`config.mk`:
```
export PLATFORM = sky130hd
export DESIGN_NAME = display_sequencer
export DESIGN_NICKNAME = d
export VERILOG_FILES = /design/src/rtl/display_seq_pkg.sv /design/src/rtl/display_sequencer_btn_debounce.sv /design/src/rtl/display_sequencer.sv
export SDC_FILE = /design/constraint.sdc
export NUM_CORES = 1
export LEC_CHECK = 0
export ABC_AREA = 1
export BUFFER_PORTS_ARGS = -buffer_cell sky130_fd_sc_hd__buf_4
export CORE_ASPECT_RATIO = 0.6
export CORE_MARGIN = 10
export CORE_UTILIZATION = 54
export DETAILED_ROUTE_END_ITERATION = 8
export PLACE_DENSITY = 0.8
export SYNTH_ARGS = -nofsm -noshare
export SYNTH_HDL_FRONTEND = slang
export SYNTH_HIERARCHICAL = 1
export SYNTH_SLANG_ARGS = --single-unit
```
`constraint.sdc`:
```
create_clock -name CLOCK_50 -period 3.01 [get_ports CLOCK_50]
set_input_delay 0.602 -clock CLOCK_50 [delete_from_list [all_inputs] [get_ports CLOCK_50]]
set_output_delay 0.602 -clock CLOCK_50 [all_outputs]
set_load 0.1 [all_outputs]
```
`src/rtl/display_seq_pkg.sv`:
```
// Shared types and constants for the display sequencer.
// Holds the FSM and page enums, HEX3 labels, and page digit decode helpers.
package display_seq_pkg;

  typedef enum logic [1:0] {
    S_IDLE,
    S_START,
    S_WAIT,
    S_SHOW
  } state_t;

  typedef enum logic [1:0] {
    PG_A,
    PG_B,
    PG_C,
    PG_D
  } page_t;

  localparam logic [6:0] HEX3_A    = 7'b0001000;
  localparam logic [6:0] HEX3_B    = 7'b0000000;
  localparam logic [6:0] HEX3_C    = 7'b1000110;
  localparam logic [6:0] HEX3_D    = 7'b1000000;
  localparam logic [6:0] HEX3_DASH = 7'b0111111;

  localparam logic [3:0]  BCD_BLANK = 4'hF;
  localparam logic [11:0] HEX_BLANK = {3{BCD_BLANK}};

  function automatic logic [11:0] page_digits(
    input logic [43:0] s,
    input page_t       p
  );
    logic [11:0] d;
    d = HEX_BLANK;
    unique case (p)
      PG_A: d = {BCD_BLANK, s[43:36]};
      PG_B: d = s[35:24];
      PG_C: d = s[23:12];
      PG_D: d = s[11:0];
      default: d = HEX_BLANK;
    endcase
    return d;
  endfunction

  function automatic logic [6:0] page_label(
    input page_t p
  );
    logic [6:0] l;
    l = HEX3_DASH;
    unique case (p)
      PG_A: l = HEX3_A;
      PG_B: l = HEX3_B;
      PG_C: l = HEX3_C;
      PG_D: l = HEX3_D;
      default: l = HEX3_DASH;
    endcase
    return l;
  endfunction

endpackage

```
`src/rtl/display_sequencer_btn_debounce.sv`:
```
// Button synchronizer and debouncer; output is the accepted stable level.
// Ports: CLOCK_50, reset_n, btn (raw, async), level (debounced, 1=released).
module btn_debounce #(
  parameter int DEBOUNCE_CYCLES = 500_000
) (
  input  logic CLOCK_50,
  input  logic reset_n,
  input  logic btn,
  output logic level
);

  localparam int CW = (DEBOUNCE_CYCLES > 1) ?
                      $clog2(DEBOUNCE_CYCLES) : 1;
  localparam logic [CW-1:0] DB_LAST = CW'(DEBOUNCE_CYCLES - 1);

  logic [1:0]    sync;
  logic [CW-1:0] cnt;

  // cnt counts consecutive clocks the synced input differs from level
  always_ff @(posedge CLOCK_50 or negedge reset_n) begin
    if (!reset_n) begin
      sync  <= 2'b11;
      level <= 1'b1;
      cnt   <= '0;
    end else begin
      sync <= {sync[0], btn};
      if (sync[1] == level) begin
        cnt <= '0;
      end else if (cnt == DB_LAST) begin
        level <= sync[1];
        cnt   <= '0;
      end else begin
        cnt <= cnt + 1'b1;
      end
    end
  end

endmodule

```
`src/rtl/display_sequencer.sv`:
```
// Sequences conversion, snapshot capture and four-page HEX display.
// Ports: CLOCK_50, reset_n, toggleBtn, conv_done, bcd_in -> run, conv_start, page, hex_digits, hex3, conv_err.
module display_sequencer
  import display_seq_pkg::*;
#(
  parameter int DWELL_CYCLES    = 25_000_000,
  parameter int DEBOUNCE_CYCLES = 500_000,
  parameter int TIMEOUT_CYCLES  = 1024
) (
  input  logic        CLOCK_50,
  input  logic        reset_n,
  input  logic        toggleBtn,
  input  logic        conv_done,
  input  logic [43:0] bcd_in,
  output logic        run,
  output logic        conv_start,
  output logic [1:0]  page,
  output logic [11:0] hex_digits,
  output logic [6:0]  hex3,
  output logic        conv_err
);

  localparam int DW = $clog2(DWELL_CYCLES);
  localparam int TW = $clog2(TIMEOUT_CYCLES);
  localparam logic [DW-1:0] D_LAST = DW'(DWELL_CYCLES - 1);
  localparam logic [TW-1:0] T_LAST = TW'(TIMEOUT_CYCLES - 1);

  state_t        state_q, state_d;
  page_t         page_q, page_d;
  logic [DW-1:0] dcnt_q, dcnt_d;
  logic [TW-1:0] tcnt_q, tcnt_d;
  logic [43:0]   snap_q;
  logic          snap_valid_q;
  logic          snap_load;
  logic          err_set;
  logic          btn_level;
  logic          btn_prev;

  btn_debounce #(
    .DEBOUNCE_CYCLES(DEBOUNCE_CYCLES)
  ) u_db (
    .CLOCK_50(CLOCK_50),
    .reset_n (reset_n),
    .btn     (toggleBtn),
    .level   (btn_level)
  );

  assign page = page_q;

  always_comb begin
    state_d    = state_q;
    page_d     = page_q;
    dcnt_d     = dcnt_q;
    tcnt_d     = tcnt_q;
    snap_load  = 1'b0;
    err_set    = 1'b0;
    conv_start = 1'b0;
    unique case (state_q)
      S_IDLE: state_d = S_START;
      S_START: begin
        tcnt_d = '0;
        dcnt_d = '0;
        page_d = PG_A;
        if (run) begin
          conv_start = 1'b1;
          state_d    = S_WAIT;
        end else begin
          state_d = S_SHOW;
        end
      end
      S_WAIT: begin
        // conv_done wins over a timeout landing on the same cycle
        if (conv_done) begin
          snap_load = 1'b1;
          state_d   = S_SHOW;
        end else if (tcnt_q == T_LAST) begin
          err_set = 1'b1;
          state_d = S_SHOW;
        end else begin
          tcnt_d = tcnt_q + 1'b1;
        end
      end
      S_SHOW: begin
        if (dcnt_q == D_LAST) begin
          dcnt_d = '0;
          page_d = page_t'(page_q + 2'd1);
          if (page_q == PG_D) state_d = S_START;
        end else begin
          dcnt_d = dcnt_q + 1'b1;
        end
      end
      default: state_d = S_IDLE;
    endcase
  end

  always_ff @(posedge CLOCK_50 or negedge reset_n) begin
    if (!reset_n) begin
      state_q      <= S_IDLE;
      page_q       <= PG_A;
      dcnt_q       <= '0;
      tcnt_q       <= '0;
      snap_q       <= '0;
      snap_valid_q <= 1'b0;
      conv_err     <= 1'b0;
      run          <= 1'b1;
      btn_prev     <= 1'b1;
      hex_digits   <= HEX_BLANK;
      hex3         <= HEX3_DASH;
    end else begin
      state_q  <= state_d;
      page_q   <= page_d;
      dcnt_q   <= dcnt_d;
      tcnt_q   <= tcnt_d;
      btn_prev <= btn_level;
      if (btn_prev && !btn_level) run <= ~run;
      if (err_set) conv_err <= 1'b1;
      if (snap_load) begin
        snap_q       <= bcd_in;
        snap_valid_q <= 1'b1;
      end
      // keyed on page_d so page and digits move on the same edge;
      // uses the pre-load snapshot, giving 2-cycle latency from conv_done
      if (snap_valid_q) begin
        hex_digits <= page_digits(snap_q, page_d);
        hex3       <= page_label(page_d);
      end else begin
        hex_digits <= HEX_BLANK;
        hex3       <= HEX3_DASH;
      end
    end
  end

endmodule

```
### Word-level counts from Yosys, hierarchy flattened

Index checks and enable logic that the tools add are counted.
Widths: inputs -> output; s select.

* bits in registers: 128
* logic and storage cells: 71
* output and inout port bits: 24

* reduce and logical (&&, ||, !) cells: 9
* bitwise logic cells: 2
* equal/unequal tests: 16
* $add $sub $neg: 4
* muxes and demuxes: 26

Operator list (count)
* $pmux 25 s2: 1
* $pmux 12 s4: 1
* $mux 19: 2
* $pmux 7 s4: 1
* $add 25x1->25 const B: 1
* $eq 25x25->1 const B: 1
* $mux 25: 1
* $mux 10: 2
* $pmux 10 s2: 1
* $add 19x1->19 const B: 1
* $eq 19x19->1 const B: 1
* $mux 12: 1
* $add 10x1->10 const B: 1
* $eq 10x10->1 const B: 1
* $eq 2x2->1 const B: 5
* $mux 2: 5
* $mux 1: 8
* $ne 2x2->1 const B: 4
* $pmux 2 s4: 1
* $mux 7: 1
* $reduce_and 3->1: 2
* $eq 2x1->1 const B: 2
* $logic_not 2->1: 2
* $pmux 2 s2: 1
* 8 further kinds: 10

### Longest topological paths before layout

Gate-level depths: netlist (run 1).

* depth after elaboration: 6
* gate-level depth with buffers: 16
* gate-level depth less buffers: 15

### Cells and area by module

Netlist (run 1), hierarchy kept.

By module, submodules not included
* display_sequencer: area each 5211.2 sq um, cells an instance 592, times used 1
* btn_debounce: area each 1194.9 sq um, cells an instance 147, times used 1

### Worst setup path before layout (run 1)

OpenSTA, ideal clock, no wires.

* kind: flip-flop to output port
* start: reg run
* end: out conv_start
* path buffers: 0
* setup slack: 0.859 ns
* cell stages (with the launch flop): 3
* arrival: 1.549 ns
* cells stage by stage: dfstp_2 > nand2_1 > inv_1

* cells in the longest elaborated chain, start to end: 2

RTL lines
* start: declaration: RTL line display_sequencer.sv:15 `output logic run,`
* start signal: assignment: RTL line display_sequencer.sv:115 `if (btn_prev && !btn_level) run <= ~run;`
* $mux 1: RTL line display_sequencer.sv:64 `if (run) begin`
* $mux 1: RTL line display_sequencer.sv:58 `unique case (state_q)`
* end: declaration: RTL line display_sequencer.sv:16 `output logic conv_start,`

Every way passes these cells.

### Final worst setup path (run 1)

* start: reg state_q[0]
* end: reg hex_digits[10]

* cells in the longest elaborated chain, start to end: 5

RTL lines
* start: declaration: RTL line display_sequencer.sv:28 `state_t state_q, state_d;`
* start signal: assignment: RTL line display_sequencer.sv:110 `state_q <= state_d;`
* $eq 2x2->1 / $eq 2x1->1 (equally long branches): RTL line display_sequencer.sv:58
* $pmux 2 s2 (*): RTL line display_sequencer.sv:58
* $eq 2x2->1, or another cell as far along: RTL line display_seq_pkg.sv:34 `unique case (p)`
* $pmux 12 s4 (*): RTL line display_seq_pkg.sv:34
* $mux 12 (*): RTL line display_sequencer.sv:123 `if (snap_valid_q) begin`
* end signal: assignment: RTL line display_sequencer.sv:124 `hex_digits <= page_digits(snap_q, page_d);`
* end: declaration: RTL line display_sequencer.sv:18 `output logic [11:0] hex_digits,`

Every way passes the cells marked *; elsewhere a longest branch is shown, timed or not.
A chain may end at the register's enable or synchronous reset.

==> flow_summary.yaml, run 1 <==
drt:
  post_drt_wl_per_cell_um: 15.83
  wirelength_mm: 15.64
  antenna_left: 0
  vias_per_cell: 5.398
  dr.pass1.iters: 5
  vias: 5333
  drc: 0
  drt_iter0_drc: 427
critical_path:
  r2r_start: "state_q[0]$_DFFE_PN0P_"
  endpoint_kind: "flop"
  critPathMaxFanout: 22
  startpoint_type: "flop"
  worstSetupPathType: "flop to flop"
  crit_start: "state_q[0]$_DFFE_PN0P_"
  cp.required_ns: 3.35
  arrival_ns: 2.97
clock_network:
  clock-sinks: 125
  htreeDepth: 4
  cts-root-buf: "clkbuf_16"
  cts_buffers: 17
  postCtsSetupRepairBufs: 0
  cts_buffer_depth: 2
  clk_pin_slew_ns: 0.06
  cts-hold-fix-buffers: 0
  clk_latency_ns: 0.41
  cts_tree: "yes"
  cts.repair.resized: 0
synth:
  syn_inst: 739
  synth_edf_count: 0
  synth_top_cells_by_area: "dfrtp_1 41%, nand2_1 8.6%, dfstp_2 8.2%"
  synth_seq_cells: 125
  yosysSeqAreaShare_pct: 49.22
  yosys_warnings: 6
  async_flop_share_pct: 100.0
  ys_dominant_reg_cell: "dfrtp_1"
  synth_top_area_share_pct: 41.02
  postSynthAreaPerCell_um2: 8.669
  netlist_area_um2: 6406
  syn-num-nets: 794
  yosysTopAreaCell: "dfrtp_1"
  yosysUniqueCellTypes: 40
floorplan:
  ios: 72
  start_util_pct: 55.96
  rows: 30
  die_w_um: 160.6
  core-area_um2: 11450
  die_h_um: 104.4
  dieArea_um2: 16760
finish:
  nFillCells: 882
  drive_gt1_share_pct: 25.72
  final_cell_mix: "145 x nand2_1, 105 x dfrtp_1, 103 x nor2_1"
  nets: 870
  n_antenna_cell: 0
  syn2layout_area_growth_pct: 19.24
  final_common_cell: "nand2_1"
  fin_cells: 988
sta:
  tightest_slew_ns: 0.6765
  max_freq_mhz: 379.2
  skew_ns: 0.008956
  tns_ns: 0
  fin_crit_sh_pct: 87.61
  hold_viol: 0
  worst_slack_ns: 0.3729
  setup_viol: 0
  period_needed_ns: 2.637
  maxSlewViolCount: 0
  relSlewSlack_pct: 54.90
  rsz0062_at_grt: "false"
global_routing:
  track_usage_pct: 18.84
  overflow: 0
  grt_pass1_wl_mm: 26.23
  grt_pass1_vias: 5344
  antenna_found_initial: 0
  grt_max_degree: 55
status:
  status: "finished, final reports clean"
pwr:
  p_leak_uw: 0.003773
  seq_power_share_pct: 45.1
  switchingPower_uw: 829.3
  switching_share_pct: 22.12
  power_density_nw_per_um2: 490.8
  clock_power_share_pct: 52.2
  irDropWorstVdd_mv: 0.4132
  p_int_uw: 2920
  power_frac_comb_pct: 2.7
  total_power_uw: 3749
placed_design:
  place_hpwl_mm: 11.36
  pre_cts_slack_ns: 0.4221
  placedCellCount: 956
  gp_congestion: 0.9077
  io_buffers: 71
hold_path:
  worstHoldPathType: "input port to asynchronous set/reset pin"
flow_run:
  cap_violations: 0
## registers in the layout, indices dropped and copies added, names as in the netlist
| name | count |
|---|---|
| snap_q | 44 |
| dcnt_q | 25 |
| u_db/cnt | 19 |
| hex_digits | 12 |
| tcnt_q | 10 |
| hex3 | 4 |
| page | 2 |
| state_q | 2 |
| u_db/sync | 2 |
| btn_prev | 1 |
| conv_err | 1 |
| run | 1 |
| snap_valid_q | 1 |
| u_db/level | 1 |
## cell usage after synthesis, types with 4 or more instances
library cell,instances
a21oi_1,21
o22ai_1,5
o21ai_0,28
xor2_1,16
clkbuf_1,8
nand3_1,66
nor2_4,5
nand4_1,9
nand2_2,12
nor2_2,6
nand2_4,5
nand3_2,7
nand2_1,146
dfrtp_1,105
ha_1,7
inv_2,4
buf_6,5
nor2_1,103
mux2_2,38
buf_2,4
o21ai_1,5
nor3_1,9
dfstp_2,20
inv_1,83
## cells by family after synthesis
family	count (synthesis)	synth area share (%)
AOI/OAI and AO/OA	68	5.879
xor gates and xnor gates	20	2.852
adders and majority gates	7	1.367
buffers and inverters	107	7.109
DFF	125	49.22
muxes	38	6.680
and+or+nand+nor	374	26.89
## metal layers
layer	GRT usage (%)	part of all wire (%)
met5	0	0
met4	5.287	1.2
met3	5.138	8.5
met2	28.71	45
met1	25.60	45
## through the flow
stage	area (um^2)	utilization [%]	hold WS, ns
after floorplan	6406	-	0.3064
after detailed placement	7071	61.76	0.3571
after CTS	7639	66.72	0.2601
after global routing	7639	66.72	0.2823
after global placement	7071	61.76	0.3526
final	7639	66.72	0.2401
## final timing paths
kind / endpoint / slack, ns / depth (start not counted)
max: hex_digits[10]$_DFF_PN1_ / 0.37 / 9
min: dcnt_q[21]$_DFFE_PN0N_ / 0.24 / 1
min reg2reg: u_db/sync[1]$_DFF_PN1_ / 0.37 / 0
min in group CLOCK_50: u_db/sync[0]$_DFF_PN1_ / 0.30 / 1
max reg2reg: hex_digits[10]$_DFF_PN1_ / 0.37 / 9
max in group asynchronous: hex_digits[5]$_DFF_PN1_ / 2.00 / 2
## layout make-up
| cell class | count | area (um^2) | share of cell area (%) |
|---|---|---|---|
| Timing Repair Buffer | 77 | 590.6 | 7.731 |
| Clock buffer | 20 | 456.7 | 5.979 |
| Inverter | 87 | 326.6 | 4.275 |
| Sequential cell | 125 | 3153 | 41.28 |
| Clock inverter | 12 | 111.4 | 1.458 |
| Multi-Input combinational cell | 507 | 2800 | 36.66 |
| Tap cell | 160 | 200.2 | 2.621 |
## worst max-delay path: stages (launching register included)
cell and delay, ns:
dfrtp_1 0.41, ha_1 0.36, nor2_2 0.41, inv_1 0.34
nand3_2 0.17, nand2_2 0.30, nand2_1 0.18, nand2_1 0.13
a21oi_1 0.18, nand2_1 0.08
## power by group through the flow
stage	clock, uW	combinational, uW	sequential (uW)
after global placement	0	101	1720
after floorplan	0	12.3	1720
after CTS	1970	104	1690
after detailed placement	0	104	1720
final	1960	100	1690
after global routing	2070	113	1690
(Power assumes the default switching activity.)
==> run 2: changes to the inputs <==
CORE_ASPECT_RATIO = not set   (was 0.6)
SLEW_MARGIN = 20   (was not set)
==> run 2 against run 1 <==
Against the previous run:
- largest power group unchanged
- setup slack improved by 0.21 ns
- clock skew fell by 0.00069 ns
- register-to-register slack improved by 0.21 ns
- utilization fell by 0.12 points
- die area fell by 0.85%
- fmax rose by 8.7%
==> flow_summary.yaml, run 2 (synthesized netlist as in run 1, its figures left out) <==
status:
  status: "finished, final reports clean"
critical_path:
  endpoint_kind: "flop"
  timing.rr.end: "hex_digits[10]$_DFF_PN1_"
  ff2ff_path_depth: 15
  critPathMaxFanout: 15
  arrival_ns: 2.78
  r2r_start: "dcnt_q[0]$_DFFE_PN0N_"
  ff2ff_setup_slack_ns: 0.58
  worstSetupPathType: "flop to flop"
  cp-endpoint: "hex_digits[10]$_DFF_PN1_"
  startpoint_type: "flop"
  cp.required_ns: 3.37
  crit_start: "dcnt_q[0]$_DFFE_PN0N_"
sta:
  relSlewSlack_pct: 29.95
  max_freq_mhz: 412.3
  hold_viol: 0
  tightest_slew_ns: 1.047
  skew_ns: 0.008268
  worst_slack_ns: 0.5848
  fin_crit_sh_pct: 80.57
  tns_ns: 0
  period_needed_ns: 2.425
  rsz0062_at_grt: "false"
  maxSlewViolCount: 0
  setup_viol: 0
drt:
  drt_iter0_drc: 510
  vias: 5278
  antenna_left: 0
  dr.pass1.iters: 5
  drc: 0
  post_drt_wl_per_cell_um: 16.14
  vias_per_cell: 5.436
  wirelength_mm: 15.67
clock_network:
  cts_buffers: 17
  clock-sinks: 125
  cts-hold-fix-buffers: 0
  postCtsSetupRepairBufs: 0
  clk_pin_slew_ns: 0.06
  cts_tree: "yes"
  htreeDepth: 4
  cts-root-buf: "clkbuf_16"
  cts_buffer_depth: 2
  clk_latency_ns: 0.42
  cts.repair.resized: 0
floorplan:
  dieArea_um2: 16620
  core-area_um2: 11520
  die_h_um: 128.9
  start_util_pct: 55.63
  rows: 39
  die_w_um: 128.9
  ios: 72
global_routing:
  antenna_found_initial: 0
  overflow: 0
  track_usage_pct: 19.24
  grt_pass1_vias: 5486
  grt_max_degree: 52
  grt_pass1_wl_mm: 25.70
finish:
  top_register: "snap_q"
  top_regs: "snap_q: 44 flops, dcnt_q: 25 flops, u_db/cnt: 19 flops"
  fin_cells: 971
  final_common_cell: "nand2_1"
  n_antenna_cell: 0
  nets: 870
  fin_util_pct: 66.60
  syn2layout_area_growth_pct: 19.73
  drive_gt1_share_pct: 25.85
  nFillCells: 908
  largest_reg_flops: 44
  final_cell_mix: "145 x nand2_1, 105 x dfrtp_1, 103 x nor2_1"
placed_design:
  placedCellCount: 939
  place_hpwl_mm: 10.98
  gp_congestion: 0.9116
  pre_cts_slack_ns: 0.7418
  io_buffers: 71
pwr:
  switching_share_pct: 22.08
  power_density_nw_per_um2: 514.8
  clock_power_share_pct: 54.6
  total_power_uw: 3949
  switchingPower_uw: 871.9
  seq_power_share_pct: 42.8
  p_leak_uw: 0.003796
  p_int_uw: 3077
  power_frac_comb_pct: 2.6
  irDropWorstVdd_mv: 0.4863
hold_path:
  worstHoldPathType: "input port to asynchronous set/reset pin"
flow_run:
  cap_violations: 0
## run 2: changes by cell type in the layout (fill, tap and decap cells not counted), sizes merged
cell	previous run	this run
inv	89	92
clkinv	9	6
bufinv	1	3
clkbuf	20	18
## run 2: layout make-up
| class | count | area, um^2 | area share (%) |
|---|---|---|---|
| clock buffers | 18 | 439.2 | 5.726 |
| clock inverters | 14 | 181.4 | 2.365 |
| inverters | 87 | 326.6 | 4.258 |
| multi-input cells | 507 | 2800 | 36.51 |
| flip-flops and latches | 125 | 3153 | 41.11 |
| well taps | 143 | 178.9 | 2.333 |
| repair buffers | 77 | 590.6 | 7.700 |
## run 2: worst max-delay path: stages (launching register included)
cell and delay (ns):
dfrtp_1 0.40, ha_1 0.20, nand3_1 0.17, inv_1 0.13, nand2_2 0.07, nor2_4 0.14, nand3_1 0.10, nand2_1 0.08
nand2_1 0.05, nand2_1 0.43, nand2_1 0.18, inv_1 0.15, nand2_1 0.08, nand2_1 0.06, inv_1 0.04, nand2_1 0.07
## run 2: how the worst min path moves through the flow
stage | start | end | slack [ns] | cells after the start
floorplan | reset_n | conv_err$_DFFE_PN0P_ | 0.31 | 0
global placement | u_db/sync[0]$_DFF_PN1_ | u_db/sync[1]$_DFF_PN1_ | 0.35 | 0
detailed placement | u_db/sync[0]$_DFF_PN1_ | u_db/sync[1]$_DFF_PN1_ | 0.35 | 0
CTS | reset_n | dcnt_q[15]$_DFFE_PN0N_ | 0.17 | 1
global route | reset_n | dcnt_q[14]$_DFFE_PN0N_ | 0.19 | 1
finish | reset_n | dcnt_q[15]$_DFFE_PN0N_ | 0.16 | 1
## run 2: layer usage
layer  track usage [%]  share of wire (%)
met3             4.887                4.2
met4             9.431                3.0
met2             33.19                 52
met1             21.85                 41
met5                 0                  0
## run 2: power by group through the flow
stage                     sequential [uW]  combinational (uW)  clock (uW)
final                                1690                 103        2160
after global routing                 1690                 114        2250
after CTS                            1690                 106        2170
after detailed placement             1720                 105           0
after global placement               1720                 102           0
after floorplan                      1720                12.3           0
## run 2: stage by stage
step	instance area, um^2	hold WS, ns
after detailed placement	7049	0.3481
after floorplan	6406	0.3064
after global placement	7049	0.3487
final	7670	0.1583
after global routing	7670	0.1855
after CTS	7670	0.1693
